==> src/rtl/hazard_ctrl_if.sv <==
// Hazard controller bundle: ID/EX hazard inputs toward the controller and
// pipeline control outputs back to the datapath.
interface hazard_ctrl_if #(
    parameter int REG_ADDR_W = 5,
    parameter int CNT_W      = 16
);
    logic [REG_ADDR_W-1:0] if_id_rs_i;
    logic [REG_ADDR_W-1:0] if_id_rt_i;
    logic                  id_uses_rs_i;
    logic                  id_uses_rt_i;
    logic                  id_branch_i;
    logic [REG_ADDR_W-1:0] id_ex_rd_i;
    logic                  id_ex_regwrite_i;
    logic                  id_ex_memread_i;
    logic                  dmem_busy_i;
    logic                  branch_taken_i;
    logic                  cnt_clr_i;
    logic                  pc_write_o;
    logic                  if_id_write_o;
    logic                  bubble_o;
    logic                  if_id_flush_o;
    logic                  freeze_o;
    logic [CNT_W-1:0]      stall_cnt_o;

    modport master (
        output if_id_rs_i, if_id_rt_i, id_uses_rs_i, id_uses_rt_i, id_branch_i,
               id_ex_rd_i, id_ex_regwrite_i, id_ex_memread_i, dmem_busy_i,
               branch_taken_i, cnt_clr_i,
        input  pc_write_o, if_id_write_o, bubble_o, if_id_flush_o, freeze_o,
               stall_cnt_o
    );

    modport slave (
        input  if_id_rs_i, if_id_rt_i, id_uses_rs_i, id_uses_rt_i, id_branch_i,
               id_ex_rd_i, id_ex_regwrite_i, id_ex_memread_i, dmem_busy_i,
               branch_taken_i, cnt_clr_i,
        output pc_write_o, if_id_write_o, bubble_o, if_id_flush_o, freeze_o,
               stall_cnt_o
    );
endinterface

==> src/rtl/hazard_ctrl.sv <==
// Pipeline hazard controller: multi-cycle load-use and branch operand stalls,
// memory-busy freeze, taken-branch IF/ID flush and a saturating bubble counter.
module hazard_ctrl #(
    parameter int REG_ADDR_W = 5,
    parameter int MEM_LAT    = 1,
    parameter int CNT_W      = 16
) (
    input  logic          clk_i,
    input  logic          rst_n_i,
    hazard_ctrl_if.slave  hz
);
    localparam int REM_W = $clog2(MEM_LAT + 2);

    typedef enum logic {IDLE, STALL} state_e;

    state_e             state_q, state_d;
    logic [REM_W-1:0]   rem_q, rem_d;
    logic [CNT_W-1:0]   cnt_q, cnt_d;

    logic               matchRs;
    logic               matchRt;
    logic               match;
    logic               hazLoadUse;
    logic               hazBrAlu;
    logic               hazBrLoad;
    logic               hazard;
    logic [REM_W-1:0]   hazLen;
    logic               stall;
    logic               bubble;

    always_comb begin
        matchRs    = hz.id_uses_rs_i & (hz.if_id_rs_i == hz.id_ex_rd_i) & (hz.id_ex_rd_i != '0);
        matchRt    = hz.id_uses_rt_i & (hz.if_id_rt_i == hz.id_ex_rd_i) & (hz.id_ex_rd_i != '0);
        match      = matchRs | matchRt;
        hazLoadUse = hz.id_ex_memread_i & match;
        hazBrAlu   = hz.id_branch_i & hz.id_ex_regwrite_i & ~hz.id_ex_memread_i & match;
        hazBrLoad  = hz.id_branch_i & hz.id_ex_memread_i & match;
        hazard     = hazLoadUse | hazBrAlu | hazBrLoad;

        // A branch waiting on a load needs one extra cycle over plain load-use
        if (hazBrLoad) begin
            hazLen = REM_W'(MEM_LAT + 1);
        end else if (hazLoadUse) begin
            hazLen = REM_W'(MEM_LAT);
        end else begin
            hazLen = REM_W'(1);
        end

        stall  = (state_q == STALL) | ((state_q == IDLE) & hazard);
        bubble = stall & ~hz.dmem_busy_i;
    end

    always_comb begin
        hz.pc_write_o    = 1'b1;
        hz.if_id_write_o = 1'b1;
        hz.bubble_o      = 1'b0;
        hz.if_id_flush_o = 1'b0;
        hz.freeze_o      = 1'b0;
        if (rst_n_i) begin
            if (hz.dmem_busy_i) begin
                hz.freeze_o      = 1'b1;
                hz.pc_write_o    = 1'b0;
                hz.if_id_write_o = 1'b0;
            end else if (stall) begin
                hz.pc_write_o    = 1'b0;
                hz.if_id_write_o = 1'b0;
                hz.bubble_o      = 1'b1;
            end else begin
                hz.if_id_flush_o = hz.branch_taken_i;
            end
        end
    end

    assign hz.stall_cnt_o = cnt_q;

    // The detection cycle is already the first bubble, so STALL covers the remaining N-1
    always_comb begin
        state_d = state_q;
        rem_d   = rem_q;
        cnt_d   = cnt_q;
        if (!hz.dmem_busy_i) begin
            case (state_q)
                IDLE: begin
                    if (hazard && (hazLen > REM_W'(1))) begin
                        state_d = STALL;
                        rem_d   = hazLen - REM_W'(1);
                    end
                end
                STALL: begin
                    rem_d = rem_q - REM_W'(1);
                    if (rem_q == REM_W'(1)) begin
                        state_d = IDLE;
                    end
                end
                default: begin
                    state_d = IDLE;
                    rem_d   = '0;
                end
            endcase
            if (bubble && (cnt_q != {CNT_W{1'b1}})) begin
                cnt_d = cnt_q + CNT_W'(1);
            end
        end
        if (hz.cnt_clr_i) begin
            cnt_d = '0;
        end
    end

    always_ff @(posedge clk_i or negedge rst_n_i) begin
        if (!rst_n_i) begin
            state_q <= IDLE;
            rem_q   <= '0;
            cnt_q   <= '0;
        end else begin
            state_q <= state_d;
            rem_q   <= rem_d;
            cnt_q   <= cnt_d;
        end
    end
endmodule

==> src/flat_wrapper.sv <==
// flat-port wrapper written by rule: the top's interface ports become plain ports
module hazard_ctrl_flat 
#(
    parameter int REG_ADDR_W = 5,
    parameter int MEM_LAT    = 1,
    parameter int CNT_W      = 16
)
  (clk_i, rst_n_i, hz_if_id_rs_i, hz_if_id_rt_i, hz_id_uses_rs_i, hz_id_uses_rt_i, hz_id_branch_i, hz_id_ex_rd_i, hz_id_ex_regwrite_i, hz_id_ex_memread_i, hz_dmem_busy_i, hz_branch_taken_i, hz_cnt_clr_i, hz_pc_write_o, hz_if_id_write_o, hz_bubble_o, hz_if_id_flush_o, hz_freeze_o, hz_stall_cnt_o);
  hazard_ctrl_if #(.REG_ADDR_W(REG_ADDR_W), .CNT_W(CNT_W)) hz_i ();
  input  logic clk_i;
  input  logic rst_n_i;
  input wire logic [$bits(hz_i.if_id_rs_i)-1:0] hz_if_id_rs_i;
  input wire logic [$bits(hz_i.if_id_rt_i)-1:0] hz_if_id_rt_i;
  input wire logic [$bits(hz_i.id_uses_rs_i)-1:0] hz_id_uses_rs_i;
  input wire logic [$bits(hz_i.id_uses_rt_i)-1:0] hz_id_uses_rt_i;
  input wire logic [$bits(hz_i.id_branch_i)-1:0] hz_id_branch_i;
  input wire logic [$bits(hz_i.id_ex_rd_i)-1:0] hz_id_ex_rd_i;
  input wire logic [$bits(hz_i.id_ex_regwrite_i)-1:0] hz_id_ex_regwrite_i;
  input wire logic [$bits(hz_i.id_ex_memread_i)-1:0] hz_id_ex_memread_i;
  input wire logic [$bits(hz_i.dmem_busy_i)-1:0] hz_dmem_busy_i;
  input wire logic [$bits(hz_i.branch_taken_i)-1:0] hz_branch_taken_i;
  input wire logic [$bits(hz_i.cnt_clr_i)-1:0] hz_cnt_clr_i;
  output wire logic [$bits(hz_i.pc_write_o)-1:0] hz_pc_write_o;
  output wire logic [$bits(hz_i.if_id_write_o)-1:0] hz_if_id_write_o;
  output wire logic [$bits(hz_i.bubble_o)-1:0] hz_bubble_o;
  output wire logic [$bits(hz_i.if_id_flush_o)-1:0] hz_if_id_flush_o;
  output wire logic [$bits(hz_i.freeze_o)-1:0] hz_freeze_o;
  output wire logic [$bits(hz_i.stall_cnt_o)-1:0] hz_stall_cnt_o;
  assign hz_i.if_id_rs_i = hz_if_id_rs_i;
  assign hz_i.if_id_rt_i = hz_if_id_rt_i;
  assign hz_i.id_uses_rs_i = hz_id_uses_rs_i;
  assign hz_i.id_uses_rt_i = hz_id_uses_rt_i;
  assign hz_i.id_branch_i = hz_id_branch_i;
  assign hz_i.id_ex_rd_i = hz_id_ex_rd_i;
  assign hz_i.id_ex_regwrite_i = hz_id_ex_regwrite_i;
  assign hz_i.id_ex_memread_i = hz_id_ex_memread_i;
  assign hz_i.dmem_busy_i = hz_dmem_busy_i;
  assign hz_i.branch_taken_i = hz_branch_taken_i;
  assign hz_i.cnt_clr_i = hz_cnt_clr_i;
  assign hz_pc_write_o = hz_i.pc_write_o;
  assign hz_if_id_write_o = hz_i.if_id_write_o;
  assign hz_bubble_o = hz_i.bubble_o;
  assign hz_if_id_flush_o = hz_i.if_id_flush_o;
  assign hz_freeze_o = hz_i.freeze_o;
  assign hz_stall_cnt_o = hz_i.stall_cnt_o;
  hazard_ctrl #(.REG_ADDR_W(REG_ADDR_W), .MEM_LAT(MEM_LAT), .CNT_W(CNT_W)) u_core (.clk_i(clk_i), .rst_n_i(rst_n_i), .hz(hz_i));
endmodule
==> config.mk <==
export PLATFORM = sky130hd
export DESIGN_NAME = hazard_ctrl_flat
export DESIGN_NICKNAME = d
export VERILOG_FILES = /design/src/rtl/hazard_ctrl_if.sv /design/src/rtl/hazard_ctrl.sv /design/src/flat_wrapper.sv
export SDC_FILE = /design/constraint.sdc
export NUM_CORES = 1
export LEC_CHECK = 0
export BUFFER_PORTS_ARGS = -buffer_cell sky130_fd_sc_hd__buf_4
export CELL_PAD_IN_SITES_DETAIL_PLACEMENT = 1
export CELL_PAD_IN_SITES_GLOBAL_PLACEMENT = 1
export CORE_ASPECT_RATIO = 1.75
export CORE_UTILIZATION = 39
export CTS_BUF_LIST = sky130_fd_sc_hd__clkbuf_8
export DETAILED_ROUTE_END_ITERATION = 16
export GPL_TIMING_DRIVEN = 0
export PLACE_DENSITY = 0.95
export SETUP_SLACK_MARGIN = 0.02
export SYNTH_ARGS = -nofsm -noshare
export SYNTH_HDL_FRONTEND = slang
export SYNTH_SLANG_ARGS = --single-unit
==> constraint.sdc <==
create_clock -name clk_i -period 5.85 [get_ports clk_i]
set_input_delay 1.17 -clock clk_i [delete_from_list [all_inputs] [get_ports clk_i]]
set_output_delay 1.17 -clock clk_i [all_outputs]
set_load 0.005 [all_outputs]
==> out/summary.txt, run 1 <==
PWR
---------------------------------------------------------------------------------
Power after layout                                                       0.329 mW
Clock power frac                                                            28.4%
Switch share                                                                29.8%
Flop pwr share                                                              45.1%
Standby leakage power                                                    0.716 nW
Part of the power in combinational logic                                    26.5%
Net switching power figure                                              0.0981 mW
Internal Dissipation                                                     0.230 mW
Power per cell area                                                   194 nW/um^2
Max IR drop VDD                                                          0.156 mV

GLOBAL ROUTING
---------------------------------------------------------------------------------
Global Route met2 Usage                                                     44.6%
Global Route met3 Usage                                                     2.82%
Wire length of the first global-routing pass                              6.46 mm
Largest net degree at the start of global routing                              24
GRT met1 Usage                                                              24.9%
Gr usage total                                                              24.7%
Number of antenna violations at the first check in global routing               0
Global route total overflow                                                     0
Vias in the first global route                                               1474
Most used routing layer in global routing                                    met2

ROUTE
---------------------------------------------------------------------------------
Sum of routed wire length over all layers                                 3.91 mm
WL per Instance                                                           16.5 um
Total iterations of the first detailed-routing run                              4
Antenna-violating nets left                                                     0
Drt drc                                                                         0
Total via count after detailed routing                                       1332
Initial DRC Count                                                              20
Vias per Instance                                                            5.62

TIMING
---------------------------------------------------------------------------------
Setup TNS after final layout                                                 0 ns
Period utilisation layout                                                   62.5%
Transition time at the pin with the least slew margin                    0.679 ns
Setup repair after global routing missed its margin                            no
Worst-case headroom to the max-slew limit                                   54.5%
Skew final                                                             0.00493 ns
Minimum period implied by the final worst setup slack                     3.66 ns
Final number of max-transition violations                                       0
Finish-stage setup viols                                                        0
Max Freq                                                                  274 MHz
Post-layout worst setup margin                                            2.19 ns
Final Hold Violating Endpoints                                                  0

WORST SETUP PATH
---------------------------------------------------------------------------------
Launch point of the critical path                                    hz_id_ex_rd_i[0]
Number of buffer and inverter instances along the worst setup path              3
Critical path launch point type                                        input port
Crit path kind                                                          in -> out
Slowest stage cell, crit path                                              nor3_1
Family with the most delay on the worst path                         compound AO/OA/AOI/OAI gates
Critical Path Sink Type                                               output port
Maximum single-stage delay on the critical path                           0.29 ns
Reg2reg path depth                                                              7
Crit path to                                                         hz_pc_write_o
Arrival time at the worst endpoint                                        2.49 ns
Worst flop-to-flop path startpoint                                   u_core.hz.stall_cnt_o[0]
Required @ worst endpoint                                                 4.68 ns
Library cell appearing most often on the critical path                      buf_4
Cell Chain, Critical Path                                            buf_4 > nor3_1 > a21oi_1 > a21o_1 > o21ai_0 > buf_4 > buf_4
Reg-to-reg slack, setup                                                   3.44 ns
Largest fanout of any net on the critical path                                  3
CP Depth                                                                        7
Destination of the worst register-to-register timing path            u_core.hz.stall_cnt_o[14]

FLOW RUN
---------------------------------------------------------------------------------
Number of max-cap violations                                                    0

SYNTHESIS
---------------------------------------------------------------------------------
Proportion of netlist area held by the largest area contributor             37.8%
Post-synthesis average cell area                                        8.61 um^2
Synthesized netlist net count                                                 173
Cell with the most instances after synthesis                              dfrtp_1
Most numerous cell types in the synthesized netlist                  dfrtp_1, nand2_1, a21oi_1, nor2_1, xnor2_1
Yosys warns                                                                     0
Top flip-flop cell by instance count after synthesis                      dfrtp_1
Async S/R FF share, synth                                                    100%
Yosys cell types                                                               34
Most area-consuming cells after synthesis                            dfrtp_1, xnor2_1, a21oi_1
Post-synthesis cell type with the largest combined area                   dfrtp_1
Sequential-to-total area share from yosys stat                              37.8%
Number of enable flip-flop cells after synthesis                                0
Number of register bits inferred by synthesis                                  19
Post-synthesis instance total                                                 146
Cell area after technology mapping                                      1260 um^2

PLACE
---------------------------------------------------------------------------------
Final Wtd Congestion                                                        0.822
Worst Setup Slack post-DPL                                                2.20 ns
HPWL after DPL                                                            3.21 mm
Count of input and output buffers                                              45

FLOORPLANNING
---------------------------------------------------------------------------------
Floorplan Core Area                                                     2990 um^2
Die span in y                                                             77.1 um
Number of ports placed on the die boundary                                     46
Area enclosed by the die boundary                                       3460 um^2
Number of rows created at floorplan                                            26
Initial standard-cell utilization of the core                               42.0%
Die outline width                                                         44.9 um

FINISH
---------------------------------------------------------------------------------
Ratio of cells with drive above 1 in the final layout                       29.7%
Number of inserted diodes                                                       0
Number of nets in the layout                                                  223
Fillers                                                                       383
Synth-to-layout area growth                                                 34.7%

CLOCK TREE
---------------------------------------------------------------------------------
Post-CTS Hold Fix Bufs                                                          0
TritonCTS Buffers                                                               3
Post-CTS setup-driven buffer insertion count                                    0
Insertion delay of the later-clocked pin in the worst-skew pair           0.26 ns
Quantity of gates resized following cts                                         0
CTS tree                                                                     done
Clock Tree Buf Depth                                                            2
Clock transition at path regs                                             0.08 ns
Number of levels in the clock H-tree                                            1
Clock Sinks                                                                    19
Cell at the root of the clock tree                                       clkbuf_8

MIN PATH
---------------------------------------------------------------------------------
Hold/Removal Path Class                                                reg -> reg

RUN STATUS
---------------------------------------------------------------------------------
Result of the run                                                    complete, no violations

-- state kept, by name, indices dropped and copies added, names as in the netlist --
signal / flops
u_core.hz.stall_cnt_o: 16
u_core.state_q: 1
u_core.rem_q: 2
-- worst min-delay path by stage --
| stage | startpoint | to | slack, ns | cells past startpoint |
|---|---|---|---|---|
| after detailed placement | u_core.rem_q[1] | u_core.rem_q[1] | 0.54 | 2 |
| after CTS | u_core.rem_q[1] | u_core.rem_q[1] | 0.56 | 2 |
| final | u_core.rem_q[1] | u_core.rem_q[1] | 0.55 | 2 |
| after global routing | u_core.rem_q[1] | u_core.rem_q[1] | 0.58 | 2 |
| after floorplan | u_core.rem_q[1] | u_core.rem_q[1] | 0.49 | 2 |
| after global placement | u_core.rem_q[1] | u_core.rem_q[1] | 0.51 | 2 |
-- power groups by stage --
stage	clock network, mW	logic, mW	registers, mW
after global routing	0.102	0.0955	0.149
after detailed placement	0	0.0883	0.151
after CTS	0.0963	0.0884	0.148
after floorplan	0	0.0486	0.149
final	0.0933	0.0869	0.148
after global placement	0	0.0814	0.149
-- per-layer routing --
layer  up-vias  share of wire (%)
met1       647                 35
met4         0                3.7
met5         -                  0
li1        629                  -
met2        41                 59
met3        15                2.8
-- logic make-up after synthesis --
group,synth area share (%)
AO/OA/AOI/OAI,18.6
XOR/XNOR,6.96
adder cells (fa/ha/maj),1.99
buffers and inverters,3.88
flip-flops,37.8
multiplexers,2.59
AND/OR/NAND/NOR,28.2
-- stage by stage --
stage                     utilization (%)  hold WS (ns)  instances  cell area, um^2
after global routing                 56.6         0.579        237             1690
after floorplan                         -         0.489        146             1260
after CTS                            56.6         0.557        237             1690
after global placement               55.1         0.509        233             1650
after detailed placement             55.1         0.538        233             1650
final                                56.6         0.548        237             1690
-- placed cells by master (no fill, tap or decap), types with 2 or more instances in the layout --
cell,count
buf_4,47
dfrtp_1,19
nand2_1,14
a21oi_1,12
xnor2_1,10
nor2_1,10
o21ai_0,8
or4_1,8
nand3_1,7
nor3_1,6
o31ai_1,6
inv_1,5
nand2b_1,5
nand4_1,4
clkbuf_1,4
or3_1,4
clkbuf_8,3
nor2b_1,2
mux2_2,2
o21bai_1,2
ha_1,2
-- area by class of cell --
class / count / area, um^2 / share of cell area [%]
Clock buffer: 3 / 41.3 / 2.44
Timing Repair Buffer: 45 / 338 / 19.9
Clock inverter: 1 / 5.00 / 0.295
Multi-Input combinational cell: 116 / 733 / 43.3
Inverter: 5 / 18.8 / 1.11
Buffer: 6 / 30.0 / 1.77
Tap cell: 42 / 52.6 / 3.10
Sequential cell: 19 / 475 / 28.1
-- worst min-delay path, cell delays in order (launching register included) --
cell and delay, ns:
dfrtp_1 0.35, a22oi_1 0.09, o21ai_0 0.07
Power figures use the tool's default switching activity.
==> run 2, diff against run 1 <==
--- a/config.mk
+++ b/config.mk
@@ -9,11 +9,11 @@
 export CELL_PAD_IN_SITES_DETAIL_PLACEMENT = 1
 export CELL_PAD_IN_SITES_GLOBAL_PLACEMENT = 1
 export CORE_ASPECT_RATIO = 1.75
-export CORE_UTILIZATION = 39
+export CORE_UTILIZATION = 33
 export CTS_BUF_LIST = sky130_fd_sc_hd__clkbuf_8
 export DETAILED_ROUTE_END_ITERATION = 16
 export GPL_TIMING_DRIVEN = 0
-export PLACE_DENSITY = 0.95
+export PLACE_DENSITY = 0.89
 export SETUP_SLACK_MARGIN = 0.02
 export SYNTH_ARGS = -nofsm -noshare
 export SYNTH_HDL_FRONTEND = slang
==> constraint.sdc (replaced) <==
create_clock -name clk_i -period 3.3 [get_ports clk_i]
set_input_delay 0.66 -clock clk_i [delete_from_list [all_inputs] [get_ports clk_i]]
set_output_delay 0.66 -clock clk_i [all_outputs]
set_load 0.005 [all_outputs]
==> run 2 against run 1 <==
Against the previous run: clock power grew 77%; setup slack worse by 1.5 ns; first-iteration DRC count is 75% lower; sequential share of layout area down 0.083 points; die area increased by 18%; sequential cell count unchanged; via count decreased by 2.3%; combinational power up 73%; count of clock-buffer cells in the layout did not move; largest cell class unchanged; largest power group unchanged; highest routed layer unchanged.
==> out/summary.txt, run 2 (same netlist as run 1, synthesis figures left out) <==
CLOCK TREE
---------------------------------------------------------------------------------
Number of levels in the clock H-tree                                            1
Post-CTS Hold Fix Bufs                                                          0
Clock Sinks                                                                    19
Clock Tree Buf Depth                                                            2
CTS tree                                                                     done
TritonCTS Buffers                                                               3
Clock transition at path regs                                             0.07 ns
Insertion delay of the later-clocked pin in the worst-skew pair           0.26 ns
Post-CTS setup-driven buffer insertion count                                    0
Quantity of gates resized following cts                                         0
Cell at the root of the clock tree                                       clkbuf_8

WORST SETUP PATH
---------------------------------------------------------------------------------
Required @ worst endpoint                                                 2.64 ns
Crit path kind                                                          in -> out
Destination of the worst register-to-register timing path            u_core.hz.stall_cnt_o[14]
Largest fanout of any net on the critical path                                  3
Critical path launch point type                                        input port
Launch point of the critical path                                    hz_id_ex_rd_i[2]
Crit path to                                                         hz_pc_write_o
Cell Chain, Critical Path                                            buf_4 > xnor2_1 > nand4_1 > o22ai_2 > a21o_1 > o21ai_0 > buf_4 > buf_4
Arrival time at the worst endpoint                                        1.98 ns
Number of buffer and inverter instances along the worst setup path              3
Reg-to-reg slack, setup                                                   1.00 ns
Slowest stage cell, crit path                                             o22ai_2
Family with the most delay on the worst path                         compound AO/OA/AOI/OAI gates
Maximum single-stage delay on the critical path                           0.22 ns
Critical Path Sink Type                                               output port
Worst flop-to-flop path startpoint                                   u_core.hz.stall_cnt_o[0]
Library cell appearing most often on the critical path                      buf_4
Reg2reg path depth                                                              7
CP Depth                                                                        8

TIMING
---------------------------------------------------------------------------------
Final Hold Violating Endpoints                                                  0
Setup repair after global routing missed its margin                            no
Worst-case headroom to the max-slew limit                                   60.8%
Transition time at the pin with the least slew margin                    0.584 ns
Period utilisation layout                                                   80.0%
Finish-stage setup viols                                                        0
Skew final                                                             0.00145 ns
Setup TNS after final layout                                                 0 ns
Minimum period implied by the final worst setup slack                     2.64 ns
Final number of max-transition violations                                       0
Max Freq                                                                  379 MHz

FINISH
---------------------------------------------------------------------------------
Leading cell types in the layout, fill and taps excluded             buf_4, dfrtp_1, nand2_1
Leading cell type in the layout, fill and taps excluded                     buf_4
Final design instance area without fill                                 1700 um^2
Number of nets in the layout                                                  223
Ratio of cells with drive above 1 in the final layout                       29.7%
Largest register FFs                                                           16
Number of inserted diodes                                                       0
Synth-to-layout area growth                                                 35.1%
Post-Route Utilization                                                      46.8%

ROUTE
---------------------------------------------------------------------------------
Sum of routed wire length over all layers                                 3.59 mm
Initial DRC Count                                                               5
WL per Instance                                                           14.9 um
Vias per Instance                                                            5.40
Drt drc                                                                         0
Total iterations of the first detailed-routing run                              4
Antenna-violating nets left                                                     0
Total via count after detailed routing                                       1302

GLOBAL ROUTING
---------------------------------------------------------------------------------
Global route total overflow                                                     0
Number of antenna violations at the first check in global routing               0
Largest net degree at the start of global routing                              24
Gr usage total                                                              19.0%
Vias in the first global route                                               1373
Wire length of the first global-routing pass                              5.99 mm

FLOORPLANNING
---------------------------------------------------------------------------------
Number of ports placed on the die boundary                                     46
Initial standard-cell utilization of the core                               34.7%
Die outline width                                                         48.7 um
Number of rows created at floorplan                                            29
Floorplan Core Area                                                     3630 um^2
Area enclosed by the die boundary                                       4070 um^2
Die span in y                                                             83.7 um

PLACE
---------------------------------------------------------------------------------
HPWL after DPL                                                            2.94 mm
Count of input and output buffers                                              45
Post-placement cell area                                                1650 um^2
Final Wtd Congestion                                                        0.810

PWR
---------------------------------------------------------------------------------
Max IR drop VDD                                                          0.196 mV
Power per cell area                                                   340 nW/um^2
Standby leakage power                                                    0.716 nW

MIN PATH
---------------------------------------------------------------------------------
Hold/Removal Path Class                                               in -> async

RUN STATUS
---------------------------------------------------------------------------------
Result of the run                                                    complete, no violations

FLOW RUN
---------------------------------------------------------------------------------
Number of max-cap violations                                                    0

==> run 2: worst register-to-register path, stage by stage, from the launching register on <==
cell	delay [ns]
dfrtp_1	0.43
ha_1	0.24
nand2_1	0.10
nor2_1	0.06
a211oi_1	0.53
inv_1	0.19
or4_1	0.51
a21oi_1	0.15
==> run 2: area by class of cell <==
| type | instances | area (um^2) |
|---|---|---|
| fill | 458 | 1930 |
| multi-input combinational | 116 | 733 |
| sequential | 19 | 475 |
| timing repair buffer | 45 | 338 |
| tap | 46 | 57.6 |
| clock buffer | 3 | 41.3 |
| buffer | 6 | 30.0 |
| inverter | 5 | 18.8 |
| clock inverter | 1 | 5.00 |
==> run 2: power breakdown <==
part           total (mW)  internal, mW  switching (mW)
Sequential          0.263         0.249          0.0132
Clock               0.165        0.0841          0.0806
Combinational       0.150        0.0741          0.0763
==> run 2: worst min path at each step <==
stage	from	slack, ns	end
6_report	rst_n_i	0.28	u_core.hz.stall_cnt_o[14]
5_1_grt	rst_n_i	0.30	u_core.hz.stall_cnt_o[14]
4_1_cts	rst_n_i	0.28	u_core.hz.stall_cnt_o[9]
3_5_place_dp	u_core.rem_q[1]	0.52	u_core.rem_q[1]
3_3_place_gp	u_core.rem_q[1]	0.50	u_core.rem_q[1]
2_1_floorplan	rst_n_i	0.36	u_core.hz.stall_cnt_o[0]
==> run 2: metrics by stage <==
stage | worst slack [ns] | hold slack [ns] | power, mW | std cells
2_1_floorplan | 1.03 | 0.364 | 0.349 | 146
5_1_grt | 0.527 | 0.297 | 0.612 | 241
4_1_cts | 0.608 | 0.284 | 0.587 | 241
3_3_place_gp | 0.685 | 0.500 | 0.414 | 237
6_report | 0.659 | 0.279 | 0.578 | 241
3_5_place_dp | 0.612 | 0.518 | 0.421 | 237
==> run 2: metal layers <==
layer	wire length, um	GRT usage, %	up-vias
met1	1250	17.3	619
met4	45	5.61	0
met2	2130	40.2	45
met3	164	2.91	5
li1	-	-	633
met5	0	0	-
